## src/rtl/inst_loader.sv

```systemverilog
// inst_loader: turns a framed UART byte stream into instruction-memory writes.
// Frame: SYNC, LEN (words), LEN*(DWIDTH/8) data bytes MSB first, CHK (XOR of
// LEN and every data byte). A good frame ends with an ap_start pulse; a bad
// or stalled frame sets the sticky err flag and drops back to IDLE.
module inst_loader #(
  parameter int         DWIDTH  = 16,
  parameter int         AWIDTH  = 8,
  parameter int         TIMEOUT = 1000000,
  parameter logic [7:0] SYNC    = 8'hA5
) (
  input  logic              clk,
  input  logic              rst,
  input  logic [7:0]        rx_data,
  input  logic              rx_valid,
  output logic [DWIDTH-1:0] user_inst_write,
  output logic [AWIDTH-1:0] user_inst_addr,
  output logic              user_inst_wen,
  output logic              ap_stop,
  output logic              ap_start,
  output logic              busy,
  output logic              err,
  output logic [AWIDTH:0]   inst_count
);

  localparam int BPW       = DWIDTH / 8;                       // bytes per word
  localparam int BIW       = (BPW > 1) ? $clog2(BPW) : 1;      // byte index width
  localparam int TW        = $clog2(TIMEOUT + 1);              // idle timer width
  localparam int CW        = AWIDTH + 1;                       // word count width
  localparam int MAX_WORDS = 1 << AWIDTH;

  typedef enum logic [2:0] {
    S_IDLE,
    S_LEN,
    S_DATA,
    S_CHK,
    S_START
  } state_t;

  state_t          state;
  state_t          next_state;

  logic [BIW-1:0]  byte_idx;
  logic [CW-1:0]   len_q;
  logic [7:0]      chk_q;
  logic [TW-1:0]   timer;

  logic            start_frame;
  logic            load_len;
  logic            take_byte;
  logic            word_done;
  logic            set_err;
  logic            len_bad;
  logic            timeout_hit;

  // LEN must describe at least one word and no more than the memory holds,
  // which is also what keeps the address arithmetic from ever wrapping.
  assign len_bad     = (rx_data == 8'd0) || ({24'd0, rx_data} > MAX_WORDS);
  assign timeout_hit = !rx_valid && (timer == TW'(TIMEOUT - 1));

  assign ap_start = (state == S_START);
  assign busy     = (state != S_IDLE);

  // State register.
  // NOTE: sequential state uses non-blocking (<=) so every register samples
  // pre-edge values; blocking here would make results depend on block order.
  always_ff @(posedge clk or posedge rst) begin
    if (rst) state <= S_IDLE;
    else     state <= next_state;
  end

  // Next-state decode and the per-byte control strobes for the datapath.
  // NOTE: every signal gets a default first so no path leaves it unassigned;
  // a missing default in always_comb infers a latch.
  always_comb begin
    next_state  = state;
    start_frame = 1'b0;
    load_len    = 1'b0;
    take_byte   = 1'b0;
    word_done   = 1'b0;
    set_err     = 1'b0;
    case (state)
      // START behaves like IDLE for an incoming byte so a SYNC arriving in the
      // ap_start cycle is not lost.
      S_IDLE, S_START: begin
        next_state = S_IDLE;
        if (rx_valid && rx_data == SYNC) begin
          start_frame = 1'b1;
          next_state  = S_LEN;
        end
      end
      S_LEN: begin
        if (rx_valid) begin
          if (len_bad) begin
            set_err    = 1'b1;
            next_state = S_IDLE;
          end else begin
            load_len   = 1'b1;
            next_state = S_DATA;
          end
        end else if (timeout_hit) begin
          set_err    = 1'b1;
          next_state = S_IDLE;
        end
      end
      S_DATA: begin
        if (rx_valid) begin
          take_byte = 1'b1;
          if (byte_idx == BIW'(BPW - 1)) begin
            word_done = 1'b1;
            if (inst_count + CW'(1) == len_q) next_state = S_CHK;
          end
        end else if (timeout_hit) begin
          set_err    = 1'b1;
          next_state = S_IDLE;
        end
      end
      S_CHK: begin
        if (rx_valid) begin
          if (rx_data == chk_q) begin
            next_state = S_START;
          end else begin
            set_err    = 1'b1;
            next_state = S_IDLE;
          end
        end else if (timeout_hit) begin
          set_err    = 1'b1;
          next_state = S_IDLE;
        end
      end
      default: next_state = S_IDLE;
    endcase
  end

  // Idle timer: cleared by every byte, runs only while a frame is open.
  always_ff @(posedge clk or posedge rst) begin
    if (rst) begin
      timer <= '0;
    end else if (rx_valid) begin
      timer <= '0;
    end else if (state == S_LEN || state == S_DATA || state == S_CHK) begin
      timer <= timer + TW'(1);
    end else begin
      timer <= '0;
    end
  end

  // Datapath: word assembly, checksum, write strobe, counters and err flag.
  always_ff @(posedge clk or posedge rst) begin
    if (rst) begin
      user_inst_write <= '0;
      user_inst_addr  <= '0;
      user_inst_wen   <= 1'b0;
      ap_stop         <= 1'b0;
      err             <= 1'b0;
      inst_count      <= '0;
      byte_idx        <= '0;
      len_q           <= '0;
      chk_q           <= '0;
    end else begin
      user_inst_wen <= word_done;
      ap_stop       <= start_frame;

      if (start_frame) begin
        err             <= 1'b0;
        inst_count      <= '0;
        byte_idx        <= '0;
        chk_q           <= '0;
        user_inst_write <= '0;
      end

      if (set_err) err <= 1'b1;

      if (load_len) begin
        len_q    <= CW'(rx_data);
        chk_q    <= rx_data;
        byte_idx <= '0;
      end

      // The word register is also the write-data port: it holds the full word
      // during the wen cycle and only starts shifting on the next byte.
      if (take_byte) begin
        user_inst_write <= (user_inst_write << 8) | DWIDTH'(rx_data);
        chk_q           <= chk_q ^ rx_data;
        byte_idx        <= word_done ? '0 : byte_idx + BIW'(1);
      end

      if (word_done) begin
        user_inst_addr <= inst_count[AWIDTH-1:0];
        inst_count     <= inst_count + CW'(1);
      end
    end
  end

endmodule
```

## config.mk

```make
export PLATFORM = sky130hd
export DESIGN_NAME = inst_loader
export DESIGN_NICKNAME = d
export VERILOG_FILES = /design/src/rtl/inst_loader.sv
export SDC_FILE = /design/constraint.sdc
export NUM_CORES = 1
export LEC_CHECK = 0
export ABC_AREA = 1
export ABC_CLOCK_PERIOD_IN_PS = 2100
export BUFFER_PORTS_ARGS = -buffer_cell sky130_fd_sc_hd__buf_2
export CAP_MARGIN = 25
export CELL_PAD_IN_SITES_DETAIL_PLACEMENT = 1
export CELL_PAD_IN_SITES_GLOBAL_PLACEMENT = 2
export CORE_ASPECT_RATIO = 0.75
export CORE_MARGIN = 10
export CORE_UTILIZATION = 31
export CTS_BUF_LIST = sky130_fd_sc_hd__clkbuf_16
export CTS_CLUSTER_DIAMETER = 40
export DETAILED_ROUTE_END_ITERATION = 8
export MAX_ROUTING_LAYER = met4
export PLACE_DENSITY_LB_ADDON = 0.1
export SLEW_MARGIN = 20
export SYNTH_ARGS = -nofsm -noshare
export SYNTH_HDL_FRONTEND = slang
export SYNTH_SLANG_ARGS = --single-unit
export TNS_END_PERCENT = 50
```

## constraint.sdc

```tcl
create_clock -name clk -period 2.1 [get_ports clk]
set_input_delay 0.315 -clock clk [delete_from_list [all_inputs] [get_ports clk]]
set_output_delay 0.315 -clock clk [all_outputs]
set_load 0.02 [all_outputs]
```

======== After elaboration in Yosys (flattened, before gate mapping) ========
Cells that the tools add are included.
storage, ports and cells
  bits in registers ....................... 76
  input bits .............................. 11
  output and inout port bits .............. 38
  word-level logic and storage cells ...... 81
operators by class
  $add $sub $neg .......................... 3
  eq/ne operators ......................... 10
  muxes and demuxes ....................... 41
  bitwise logic cells ..................... 2
  reductions and logical operators ........ 14
operators by type and width
  kind                   count
  $mux 20                2
  $mux 16                2
  $mux 8                 3
  $mux 1                 22
  $mux 3                 7
  $add 20x1->20 const B  1
  $eq 20x20->1 const B   1
  $mux 9                 2
  $or 16x8->16           1
  $pmux 3 s4             1
  $add 9x1->9 const B    1
  $eq 9x8->1             1
  $eq 8x8->1             1
  $eq 8x8->1 const B     1
  $logic_not 8->1        1
  $xor 8x8->8            1
  $eq 3x2->1 const B     2
  $ne 3x3->1 const B     2
  $reduce_bool 2->1      3
  $reduce_bool 3->1      2
  $eq 3x1->1 const B     1
  $eq 3x3->1 const B     1
  $logic_not 3->1        1
  $pmux 1 s3             1
  7 further kinds        9

======== Longest topological paths before layout ========
  depth in word-level cells ............... 7
  gate-level depth with buffers ........... 12
  mapped depth without buffers ............ 12

======== Least setup slack after synthesis ========
Ideal clock, no wire load.
  path kind ............................... reg-to-reg
  start point ............................. register inst_count[0]
  end point ............................... register state[0]
  setup time .............................. 0.077 ns
  arrival ................................. 1.572 ns
  required time ........................... 2.023 ns
  slack ................................... 0.451 ns
  stages on the path, launching flop included .. 12
  path through ............................ dfrtp_1 > ha_1 > nand2_1 > inv_1 > nand2_1 > o21bai_1 > nand2_1 > nand2_1 > nand2_1 > nor2_1 > nand2_1 > a21oi_1
between the ends
  word-level cells in the longest chain between the ends .. 4
RTL lines
  what                               line  text
  start: declaration                 22    output logic [AWIDTH:0] inst_count
  start signal: assignment           189   inst_count <= inst_count + CW'(1);
  $add 9x1->9                        110   if (inst_count + CW'(1) == len_q) next_state = S_CHK;
  $eq 9x8->1                         110
  $ne 3x3->1 (no source line)        -
  $reduce_and 2->1 (no source line)  -
  end signal: assignment             68    else state <= next_state;
  end: declaration                   39    state_t state;
Every way passes these cells.
A chain may end at the register's enable or synchronous reset.

======== Worst setup path in the final report ========
  start point ............................. register state[1]
  end point ............................... register inst_count[3]
between the ends
  elaborated cells between the ends (all ways) .. 8
  those cells by class .................... 2 x eq/ne; 3 x mux; 3 x reduce/logical
RTL lines
  what                                         line  text
  $eq 3x2->1 *                                 81    case (state)
  $mux 1 *                                     81
  named net word_done                          50    logic word_done;
  $mux 9 or $reduce_bool 2->1 (tied branches)  -
The timed path passes the listed nets; every way through them passes the cells marked *.

==> results.yml <==
run_status:
  outcome: "finished clean"
logic_synthesis:
  netlist.area_leader.share_pct: 50.40
  synth_top_area_cell: "dfrtp_1"
  synth_area_leaders: "dfrtp_1 50%, nand2_1 10%, inv_1 6.3%"
  yosysMostFrequentCell: "nand2_1"
  yosysSeqAreaShare_pct: 50.40
  synthArstFlopShare_pct: 100.0
  ys_seq_elements: 76
  avgSynthCellArea_um2: 8.330
  yosys_warnings: 0
  ys.flop_type: "dfrtp_1"
  syn_area_um2: 3774
  synth_cells: 453
  synth-edff-count: 0
  synth_common_cells: "105 x nand2_1, 76 x dfrtp_1, 63 x inv_1"
  synth_nets: 466
  synth.distinct_cells: 37
drt:
  post-route-drc-count: 0
  dr.pass1.iters: 4
  dr_total_vias: 3180
  ant_nets: 0
  drt_iter0_drc: 121
  post_drt_wl_per_cell_um: 15.42
  vias_per_cell: 4.663
  totalWireLength_mm: 10.52
clocking:
  clockBufferDepth: 2
  cts_sinks: 76
  postCtsHoldBufs: 0
  cts-root-buf: "clkbuf_16"
  postCtsSetupBuffers: 0
  clock_latency_ns: 0.34
  htree_levels: 3
  cts_buffers: 9
  cts.clk_slew.worst_paths_ns: 0.06
  cts_tree: "done"
pwr:
  leakage_uw: 0.002274
  peakVddDrop_mv: 0.3681
  power_density_nw_per_um2: 903.0
layout:
  post-route-util_pct: 39.05
  antenna_cells: 0
  stdcell_count: 682
  drive_gt1_share_pct: 19.62
  fin_nets: 528
  fin_area_um2: 4584
  syn2layout_area_growth_pct: 21.49
placed_design:
  dpl_cell_area_um2: 4274
  io_buffers: 48
  place_congestion: 0.7718
  dp.cells: 666
  dpl.hpwl_mm: 7.836
die:
  core_area_um2: 11740
  fp.dieW_um: 147.4
  die_height_um: 115.6
  start_util_pct: 32.14
  die_area_um2: 17030
  io_pins: 49
  num_rows: 34
worst_setup_path:
  worst_setup_path_start_kind: "flop"
  critPathKind: "reg -> reg"
  end_kind: "flop"
  required_ns: 2.35
  cp_max_fo: 26
  arrival_ns: 2.12
sta:
  drv_slew: 0
  skew_ns: 0.006238
  finalSetupViolCount: 0
  post-route-min-period_ns: 1.873
  finalCritPeriodShare_pct: 89.18
  final.setup.tns_ns: 0
  worstMarginPinSlew_ns: 0.4393
  hold_ws_ns: 0.07774
  hold_viol_final: 0
  slew-limit-headroom_pct: 70.67
  rsz0062_at_grt: "no"
  max_freq_ghz: 0.5340
grt:
  grt_max_degree: 77
  grt_pass1_vias: 3308
  grt_pass1_wl_mm: 17.64
  grt_usage_pct: 13.16
  antenna_found_initial: 0
  gr-total-overflow: 0
hold_path:
  hold_path_class: "in -> async"
job:
  drv_cap: 0
-- state kept, by name (all words and copies together) (netlist names) --
| signal | flops |
|---|---|
| len_q | 8 |
| inst_count | 9 |
| timer | 20 |
| err | 1 |
| user_inst_wen | 1 |
| ap_stop | 1 |
| byte_idx | 1 |
| user_inst_addr | 8 |
| user_inst_write | 16 |
| state | 3 |
| chk_q | 8 |
-- critical path: stages (launching register included) --
cell and delay, ns:
dfrtp_1 0.42, inv_1 0.11, nor3_2 0.05, inv_2 0.11
nor2_8 0.06, inv_4 0.24, nor2_8 0.05, inv_2 0.33
nand2_2 0.22, o22ai_1 0.18
-- report_power, final --
group | switching [uW] | total [uW] | internal (uW) | leakage, uW
Combinational | 484 | 749 | 265 | 0.00116
Sequential | 119 | 1750 | 1630 | 0.000960
Clock | 616 | 1640 | 1020 | 0.000149
-- placed cells by master (no fill, tap or decap), types with 2 or more instances in the layout --
master	instances
nand2_1	105
dfrtp_1	74
inv_1	62
buf_2	48
nand3_1	37
nor2_1	33
o21ai_1	27
a21oi_1	16
o22ai_1	15
buf_4	10
nor3_1	9
clkbuf_16	9
o21ai_0	7
inv_2	6
nand4_1	6
xnor2_1	5
nand3_2	4
xor2_1	4
o211ai_2	4
o211ai_1	4
nor3_2	3
nand3b_1	3
clkinv_1	3
nor2_8	2
nand2_2	2
nor2_2	2
clkinvlp_4	2
ha_1	2
bufinv_16	2
dfrtp_2	2
buf_12	2
-- stage by stage --
step | total power, uW | worst slack (ns)
detailed placement | 2539 | 0.2202
finish | 4140 | 0.2272
floorplan | 2266 | 0.4510
CTS | 4217 | 0.2069
global route | 4376 | 0.01007
global placement | 2525 | 0.2009
-- logic make-up after synthesis --
family          count (synthesis)  share of synthesized area, %
flops                          76                         50.40
simple gates                  211                         26.29
xor+xnor                        9                         2.089
buf+inv                        78                         8.554
fa+ha+maj                       2                        0.6630
compound gates                 77                         12.00
-- repair_timing --
item | 4_1_cts | 5_1_grt
endpoints found under the hold margin | 0 | 0
resized for setup | 0 | 3
endpoints found under the setup margin | 0 | 1
-- worst paths after layout --
path                                                 end                  from  slack [ns]  depth (start not counted)
min                        user_inst_addr[1]$_DFFE_PP0P_                   rst        0.08                          3
max                            inst_count[3]$_DFFE_PP0P_  state[1]$_DFFE_PP0P_        0.23                          9
min in group clk                     timer[19]$_DFF_PP0_              rx_valid        0.21                          2
max in group asynchronous            timer[10]$_DFF_PP0_                   rst        1.67                          3
min reg2reg                           timer[0]$_DFF_PP0_    timer[0]$_DFF_PP0_        0.48                          1
max reg2reg                    inst_count[3]$_DFFE_PP0P_  state[1]$_DFFE_PP0P_        0.23                          9
-- area by class of cell --
class                      count  area [um2]
tap                          162       202.7
timing repair buffer          60       355.3
clock buffer                   9       225.2
clock inverter                 7       82.58
fill                        1462        7157
multi-input combinational    299        1549
sequential                    76        1904
inverter                      69       265.3
-- routing by layer --
metal  wire length [um]  global-route usage, %  up-vias
li1                   -                      -     1605
met2               4330                  18.23       47
met5                  0                      -        -
met1               5699                  18.50     1517
met4                120                  3.755        0
met3                367                  3.233       11
(Power assumes the default switching activity.)
